File: config.mk
export PLATFORM = sky130hd
export DESIGN_NAME = wb_register_arbiter
export DESIGN_NICKNAME = d
export VERILOG_FILES = /design/src/rtl/wb_register_arbiter.sv
export SDC_FILE = /design/constraint.sdc
export NUM_CORES = 1
export LEC_CHECK = 0
export BUFFER_PORTS_ARGS = -buffer_cell sky130_fd_sc_hd__buf_2
export CAP_MARGIN = 20
export CORE_MARGIN = 5
export CORE_UTILIZATION = 42
export DETAILED_ROUTE_END_ITERATION = 7
export PLACE_DENSITY = 0.75
export SLEW_MARGIN = 10
export SYNTH_ARGS = -nofsm -noshare
export SYNTH_HDL_FRONTEND = slang
export SYNTH_SLANG_ARGS = --single-unit
File: constraint.sdc
create_clock -name clk -period 1.9 [get_ports clk]
set_clock_uncertainty 0.2 [all_clocks]
set_input_delay 0.285 -clock clk [delete_from_list [all_inputs] [get_ports clk]]
set_output_delay 0.285 -clock clk [all_outputs]
set_load 0.01 [all_outputs]
File: src/rtl/wb_register_arbiter.sv
// ============================================================================
// Module  : wb_register_arbiter
// Brief   : Round-robin Wishbone arbiter sharing one register slave port.
// Revision: 1.0 - initial release
// ============================================================================
`default_nettype none

module wb_register_arbiter #(
  parameter int NUM_MASTERS = 2,
  parameter int DATA_WIDTH  = 8,
  parameter int TIMEOUT     = 15
) (
  input  logic                              clk,
  input  logic                              reset_n,
  input  logic [NUM_MASTERS-1:0]            m_stb_i,
  input  logic [NUM_MASTERS-1:0]            m_we_i,
  input  logic [NUM_MASTERS*DATA_WIDTH-1:0] m_adr_i,
  input  logic [NUM_MASTERS*DATA_WIDTH-1:0] m_dat_i,
  output logic [DATA_WIDTH-1:0]             m_dat_o,
  output logic [NUM_MASTERS-1:0]            m_ack_o,
  output logic                              m_err_o,
  output logic                              s_stb_o,
  output logic                              s_we_o,
  output logic [DATA_WIDTH-1:0]             s_adr_wr_o,
  output logic [DATA_WIDTH-1:0]             s_adr_rd_o,
  output logic [DATA_WIDTH-1:0]             s_dat_o,
  input  logic [DATA_WIDTH-1:0]             s_dat_i,
  input  logic                              s_ack_i
);

  localparam int              PTR_W        = $clog2(NUM_MASTERS);
  localparam int              IDXW         = PTR_W + 1;
  localparam logic [IDXW-1:0] NUM_M        = IDXW'(NUM_MASTERS);
  localparam logic [7:0]      TIMEOUT_LAST = 8'(TIMEOUT - 1);

  localparam logic [1:0] IDLE = 2'd0;
  localparam logic [1:0] BUSY = 2'd1;
  localparam logic [1:0] DONE = 2'd2;

  logic [1:0]             state_q, state_d;
  logic [PTR_W-1:0]       ptr_q;
  logic [PTR_W-1:0]       grant_q;
  logic [7:0]             cnt_q;
  logic                   s_stb_q, s_we_q;
  logic [DATA_WIDTH-1:0]  s_adr_q, s_dat_q, m_dat_q;
  logic [NUM_MASTERS-1:0] m_ack_q;
  logic                   m_err_q;

  logic                   pick_vld;
  logic [PTR_W-1:0]       pick_idx;
  logic [IDXW-1:0]        rr_idx;
  logic [IDXW-1:0]        ptr_inc;
  logic [PTR_W-1:0]       ptr_next;
  logic [NUM_MASTERS-1:0] grant_onehot;
  logic                   timed_out;

  // Search upward from ptr, wrapping modulo NUM_MASTERS; first requester wins.
  always_comb begin
    pick_vld = 1'b0;
    pick_idx = '0;
    rr_idx   = '0;
    for (int k = 0; k < NUM_MASTERS; k++) begin
      rr_idx = {1'b0, ptr_q} + IDXW'(k);
      if (rr_idx >= NUM_M) rr_idx = rr_idx - NUM_M;
      if (!pick_vld && m_stb_i[rr_idx[PTR_W-1:0]]) begin
        pick_vld = 1'b1;
        pick_idx = rr_idx[PTR_W-1:0];
      end
    end
  end

  assign ptr_inc      = {1'b0, grant_q} + IDXW'(1);
  assign ptr_next     = (ptr_inc >= NUM_M) ? '0 : ptr_inc[PTR_W-1:0];
  assign grant_onehot = {{(NUM_MASTERS-1){1'b0}}, 1'b1} << grant_q;
  assign timed_out    = (cnt_q == TIMEOUT_LAST);

  always_comb begin
    state_d = state_q;
    case (state_q)
      IDLE:    if (pick_vld) state_d = BUSY;
      BUSY:    if (s_ack_i || timed_out) state_d = DONE;
      DONE:    state_d = IDLE;
      default: state_d = IDLE;
    endcase
  end

  always_ff @(posedge clk or negedge reset_n) begin
    if (!reset_n) begin
      state_q <= IDLE;
      ptr_q   <= '0;
      grant_q <= '0;
      cnt_q   <= '0;
      s_stb_q <= 1'b0;
      s_we_q  <= 1'b0;
      s_adr_q <= '0;
      s_dat_q <= '0;
      m_dat_q <= '0;
      m_ack_q <= '0;
      m_err_q <= 1'b0;
    end else begin
      state_q <= state_d;
      case (state_q)
        IDLE: begin
          if (pick_vld) begin
            grant_q <= pick_idx;
            s_stb_q <= 1'b1;
            s_we_q  <= m_we_i[pick_idx];
            s_adr_q <= m_adr_i[pick_idx*DATA_WIDTH +: DATA_WIDTH];
            s_dat_q <= m_dat_i[pick_idx*DATA_WIDTH +: DATA_WIDTH];
            cnt_q   <= '0;
          end
        end
        BUSY: begin
          cnt_q <= cnt_q + 8'd1;
          // A late ack in the timeout cycle still completes normally.
          if (s_ack_i) begin
            m_dat_q <= s_dat_i;
            m_err_q <= 1'b0;
            m_ack_q <= grant_onehot;
            s_stb_q <= 1'b0;
          end else if (timed_out) begin
            m_dat_q <= '0;
            m_err_q <= 1'b1;
            m_ack_q <= grant_onehot;
            s_stb_q <= 1'b0;
          end
        end
        DONE: begin
          m_ack_q <= '0;
          m_err_q <= 1'b0;
          cnt_q   <= '0;
          ptr_q   <= ptr_next;
        end
        default: ;
      endcase
    end
  end

  assign m_dat_o    = m_dat_q;
  assign m_ack_o    = m_ack_q;
  assign m_err_o    = m_err_q;
  assign s_stb_o    = s_stb_q;
  assign s_we_o     = s_we_q;
  assign s_adr_wr_o = s_adr_q;
  assign s_adr_rd_o = s_adr_q;
  assign s_dat_o    = s_dat_q;

endmodule

`default_nettype wire

Yosys cells after proc, flatten, opt, wreduce, memory -nomap -nowiden
Cells that the tools add are included.

Register bits: 41. Bits of input ports: 47. Output and inout port bits: 37. Logic and storage cells: 75.

Add/subtract/negate cells: 5. Magnitude comparators: 6. Eq/ne operators: 6. Shift-type cells: 3. Multiplexer cells: 30. Reduce and logical (&&, ||, !) cells: 14.

Operator list (number): 16-bit by 5-bit indexed part select with 8-bit output (2); 8-bit 2-to-1 mux (3); 8-bit case mux with 3 select lines (1); 1-bit 2-to-1 mux (18); 2-bit AND reduction (5); 8-bit by 1-bit adder with 8-bit output, second input constant (1); 8-bit by 4-bit equality test with 1-bit output, second input constant (1); 2-bit 2-to-1 mux (4); 2-bit case mux with 2 select lines (2); 1-bit by 2-bit less-than comparator with 1-bit output, second input constant (3); 2-bit nonzero test (3); 1-bit by 1-bit adder with 2-bit output, second input constant (2); 2-bit >= comparator, second input constant (2); 2-bit inequality test, second input constant (2); 1-bit case mux with 2 select lines (2); 3-bit inequality test, second input constant (1); 3-bit AND reduction (1); 3-bit nonzero test (1); 2-bit by 1-bit equality test with 1-bit output, second input constant (1); 2-bit equality test, second input constant (1); 1-bit by 2-bit >= comparator with 1-bit output, second input constant (1); 2-bit zero test (1); 1-bit by 1-bit left shift with 2-bit output, first input constant (1); 1-bit subtractor, second input constant (2); 3 further kinds (3).

Longest topological paths before layout
Word-level depth: 10. Gate-level depth with buffers: 7. Mapped depth without buffers: 6.

Worst setup path after synthesis
No wires, ideal clock.

Kind: register -> register. Start: reg cnt_q[0]. End: reg m_dat_q[2] (netlist: m_dat_o[2]). Setup time: 0.121 ns. Arrival time: 1.620 ns. Data required time: 1.579 ns. Setup slack: -0.040 ns. Cell stages (with the launch flop): 8. Buffers on the path: 1. Period minus slack after synthesis: 1.940 ns. Cell sequence: dfrtp_1 inv_1 ha_1 or4b_4 nor3_4 o21ai_2 buf_6 a22o_1.

Cells in the longest elaborated chain, start to end: 3.

Ends and longest elaborated chain: start: declaration (RTL line 43) `logic [7:0] cnt_q;`; start signal: assignment (RTL line 114) `cnt_q <= cnt_q + 8'd1;`; 8-bit by 4-bit equality test with 1-bit output (RTL line 75) `assign timed_out = (cnt_q == TIMEOUT_LAST);`; 2-bit nonzero test (no line); 2-bit AND reduction (no line); end signal: assignment (RTL line 117) `m_dat_q <= s_dat_i;`; end: declaration (RTL line 45) `logic [DATA_WIDTH-1:0] s_adr_q, s_dat_q, m_dat_q;`.

No other way between the ends. A chain may end at the register's enable or synchronous reset.

Final worst setup path
Start: reg cnt_q[0]. End: reg m_dat_q[0] (netlist: m_dat_o[0]).

The elaborated chain is that of the path after synthesis.

==> flow_metrics.tcl <==
set metrics [dict create \
    avgSynthCellArea_um2 10.7 \
    hold_depth 2 \
    avgRoutedWirePerCell_um 14.4 \
    cts.htree.levels 2 \
    routed.top_layer "met4" \
    vias 1664 \
    fmax_mhz 511 \
    die_area_mm2 0.00608 \
    syn_area_mm2 0.00194 \
    violations "negative setup slack" \
    routed_wl_mm 4.63 \
    cts_tree "built" \
    outcome "finished with violations" \
    end_kind "flip-flop" \
    gp_congestion 0.892 \
    totalPowerFinal_mw 3.60 \
    async_reset_ff_frac 1.00 \
    crit_path_start_kind "flip-flop" \
    port_buffers 83 \
    viasPerCell 5.17 \
    place_area_mm2 0.00240 \
    synthCells 182 \
    worst_pin_slew_ps 366 \
    powerDensity_mw_per_mm2 1410 \
    overflow 0 \
    synth.most_common_cell "dfrtp_1" \
    finalHoldViolations 0 \
    synth_common_cells "dfrtp_1 (41), mux2i_1 (20), nor2_1 (20)" \
    worst_slack_ps -55.4 \
    cts_buffer_depth 2 \
    fin_crit_sh 1.03 \
    setup_viol 9 \
    crit_type "flip-flop to flip-flop" \
    wl_met2_mm 2.30 \
    ant_nets 0 \
    grt_pass1_wl_mm 7.71 \
    core-area_mm2 0.00441 \
    ys.flop_type "dfrtp_1" \
    drive_above_1_share 0.430 \
    insertion_delay_ps 290 \
    hpwl_mm 3.50 \
    synth_edf_count 0 \
    reg2reg_from "cnt_q[0]" \
    die_y_um 78.0 \
    synth.area.top_cells "dfrtp_1 (53%), mux2i_1 (10%), a21oi_1 (4.4%)" \
    final_cell_area_mm2 0.00255 \
    stdcell_count 322 \
    grt_start_max_net_pins 31 \
    reg2reg_setup_slack_ps -60 \
    io_pins 84 \
    relSlewSlack 0.756 \
    fin_util 0.579 \
    setup_tns_ps -303 \
    antenna_found_initial 0 \
    arrival_ps 1940 \
    rows 24 \
    synth_area_leader_cell "dfrtp_1" \
    synth_warnings 0 \
    crit_fanout 6 \
    rsz0062_at_grt "true" \
    dp_slack_ps -99.6 \
    hold_path_end "m_dat_o[5]" \
    p_leak_nw 1.33 \
    hold_start "s_dat_i[5]" \
    r2r-end "m_dat_o[0]" \
    ys_ff_latch 41 \
    final_nets 319 \
    crit_required_ps 1880 \
    rr_worst_depth 7 \
    track_usage 0.157 \
    fin_crit_ps 1960 \
    clkTransAtPathRegs_ps 80 \
    start_util 0.440 \
    vdd_drop_max_uv 815 \
    hold_slack_ps 12.7 \
    drc 0 \
    met3_length_um 316 \
    drv_cap 0 \
    fillers 387 \
    yosysSeqAreaShare 0.528 \
    grt_pass1_vias 1619 \
    syn_nets 231 \
    synthDistinctLibCells 36 \
    hold_class "primary input to flip-flop" \
    drtIter0Drc 117 \
    cts_buffers 5 \
    die_width_um 78.0 \
    dp.cells 310 \
    drv_slew 0 \
    antenna_cells 0 \
    clock-sinks 41 \
    met1_length_mm 1.94 \
    firstDrtPassIters 4 \
    synth_top_area_frac 0.528 \
    root_buffer "clkbuf_8" \
    area_growth_pct 31.5 \
]
[repair_timing]
| item | in CTS | in global routing |
|---|---|---|
| resized for setup | 3 | 0 |
| setup buffers | 3 | 0 |
| endpoints found under the hold margin | 41 | 0 |
| cloned | 1 | 0 |
| pin swaps | 1 | 0 |
| setup endpoints to repair | 12 | 14 |
| hold buffers | 1 | 0 |
[final cells by class]
| cell class | count | area, µm² | area share |
|---|---|---|---|
| timing repair buffer | 99 | 554 | 0.217 |
| tap | 52 | 65.1 | 0.0255 |
| multi-input combinational | 118 | 800 | 0.313 |
| inverter | 5 | 18.8 | 0.00735 |
| clock buffer | 6 | 82.6 | 0.0323 |
| sequential | 41 | 1030 | 0.402 |
| clock inverter | 1 | 7.51 | 0.00294 |
[layer usage]
metal / global-route usage / vias up
li1: - / 807
met1: 0.200 / 793
met2: 0.249 / 58
met3: 0.0382 / 6
met4: 0.0811 / 0
met5: 0 / -
[kinds of logic after synthesis]
logic type,share of synthesized area
compound gates,0.155
buf+inv,0.0773
xor+xnor,0.00451
simple gates,0.119
fa+ha+maj,0.0129
flops,0.528
mux,0.103
[worst max path at each step]
stage	start	endpoint	depth (start not counted)
floorplan	cnt_q[0]	m_dat_o[2]	7
global placement	cnt_q[0]	m_dat_o[1]	6
detailed placement	cnt_q[0]	m_dat_o[1]	6
CTS	cnt_q[0]	state_q[0]	7
global route	cnt_q[0]	m_dat_o[1]	7
finish	cnt_q[0]	m_dat_o[0]	7
[layout by cell type, fill, tap and decap left out, drive strengths merged, types with 2 or more instances in the layout]
master | synthesis | layout
o31ai | 2 | 2
buf | 11 | 98
nand3 | 2 | 2
a21oi | 17 | 17
a22o | 8 | 8
nand2b | 2 | 2
nand4 | 2 | 2
ha | 2 | 2
inv | 5 | 5
nor2 | 20 | 20
nand2 | 9 | 9
mux2i | 20 | 20
clkbuf | 8 | 6
a31oi | 3 | 3
and3 | 2 | 2
nor3 | 3 | 3
o21ai | 15 | 16
dfrtp | 41 | 41
[critical path, cell delays in order, from the launching register on]
cell	delay [ps]
dfrtp_1	370
inv_1	60
ha_1	150
or4b_4	470
nor3_4	150
buf_4	160
o21ai_4	80
a22o_2	220
[sequential cells by signal, indices dropped and copies added, names as in the netlist, 2 cells and up]
name,count
m_dat_o,8
s_adr_rd_o,8
m_ack_o,2
s_dat_o,8
cnt_q,8
state_q,2
[where the power goes]
part / switching [mW] / internal [mW] / leakage (nW) / total, mW
clock network: 0.291 / 0.287 / 0.0433 / 0.578
logic: 0.870 / 0.721 / 0.787 / 1.59
registers: 0.211 / 1.22 / 0.495 / 1.43
No activity file was read; power rests on OpenSTA's default activity.
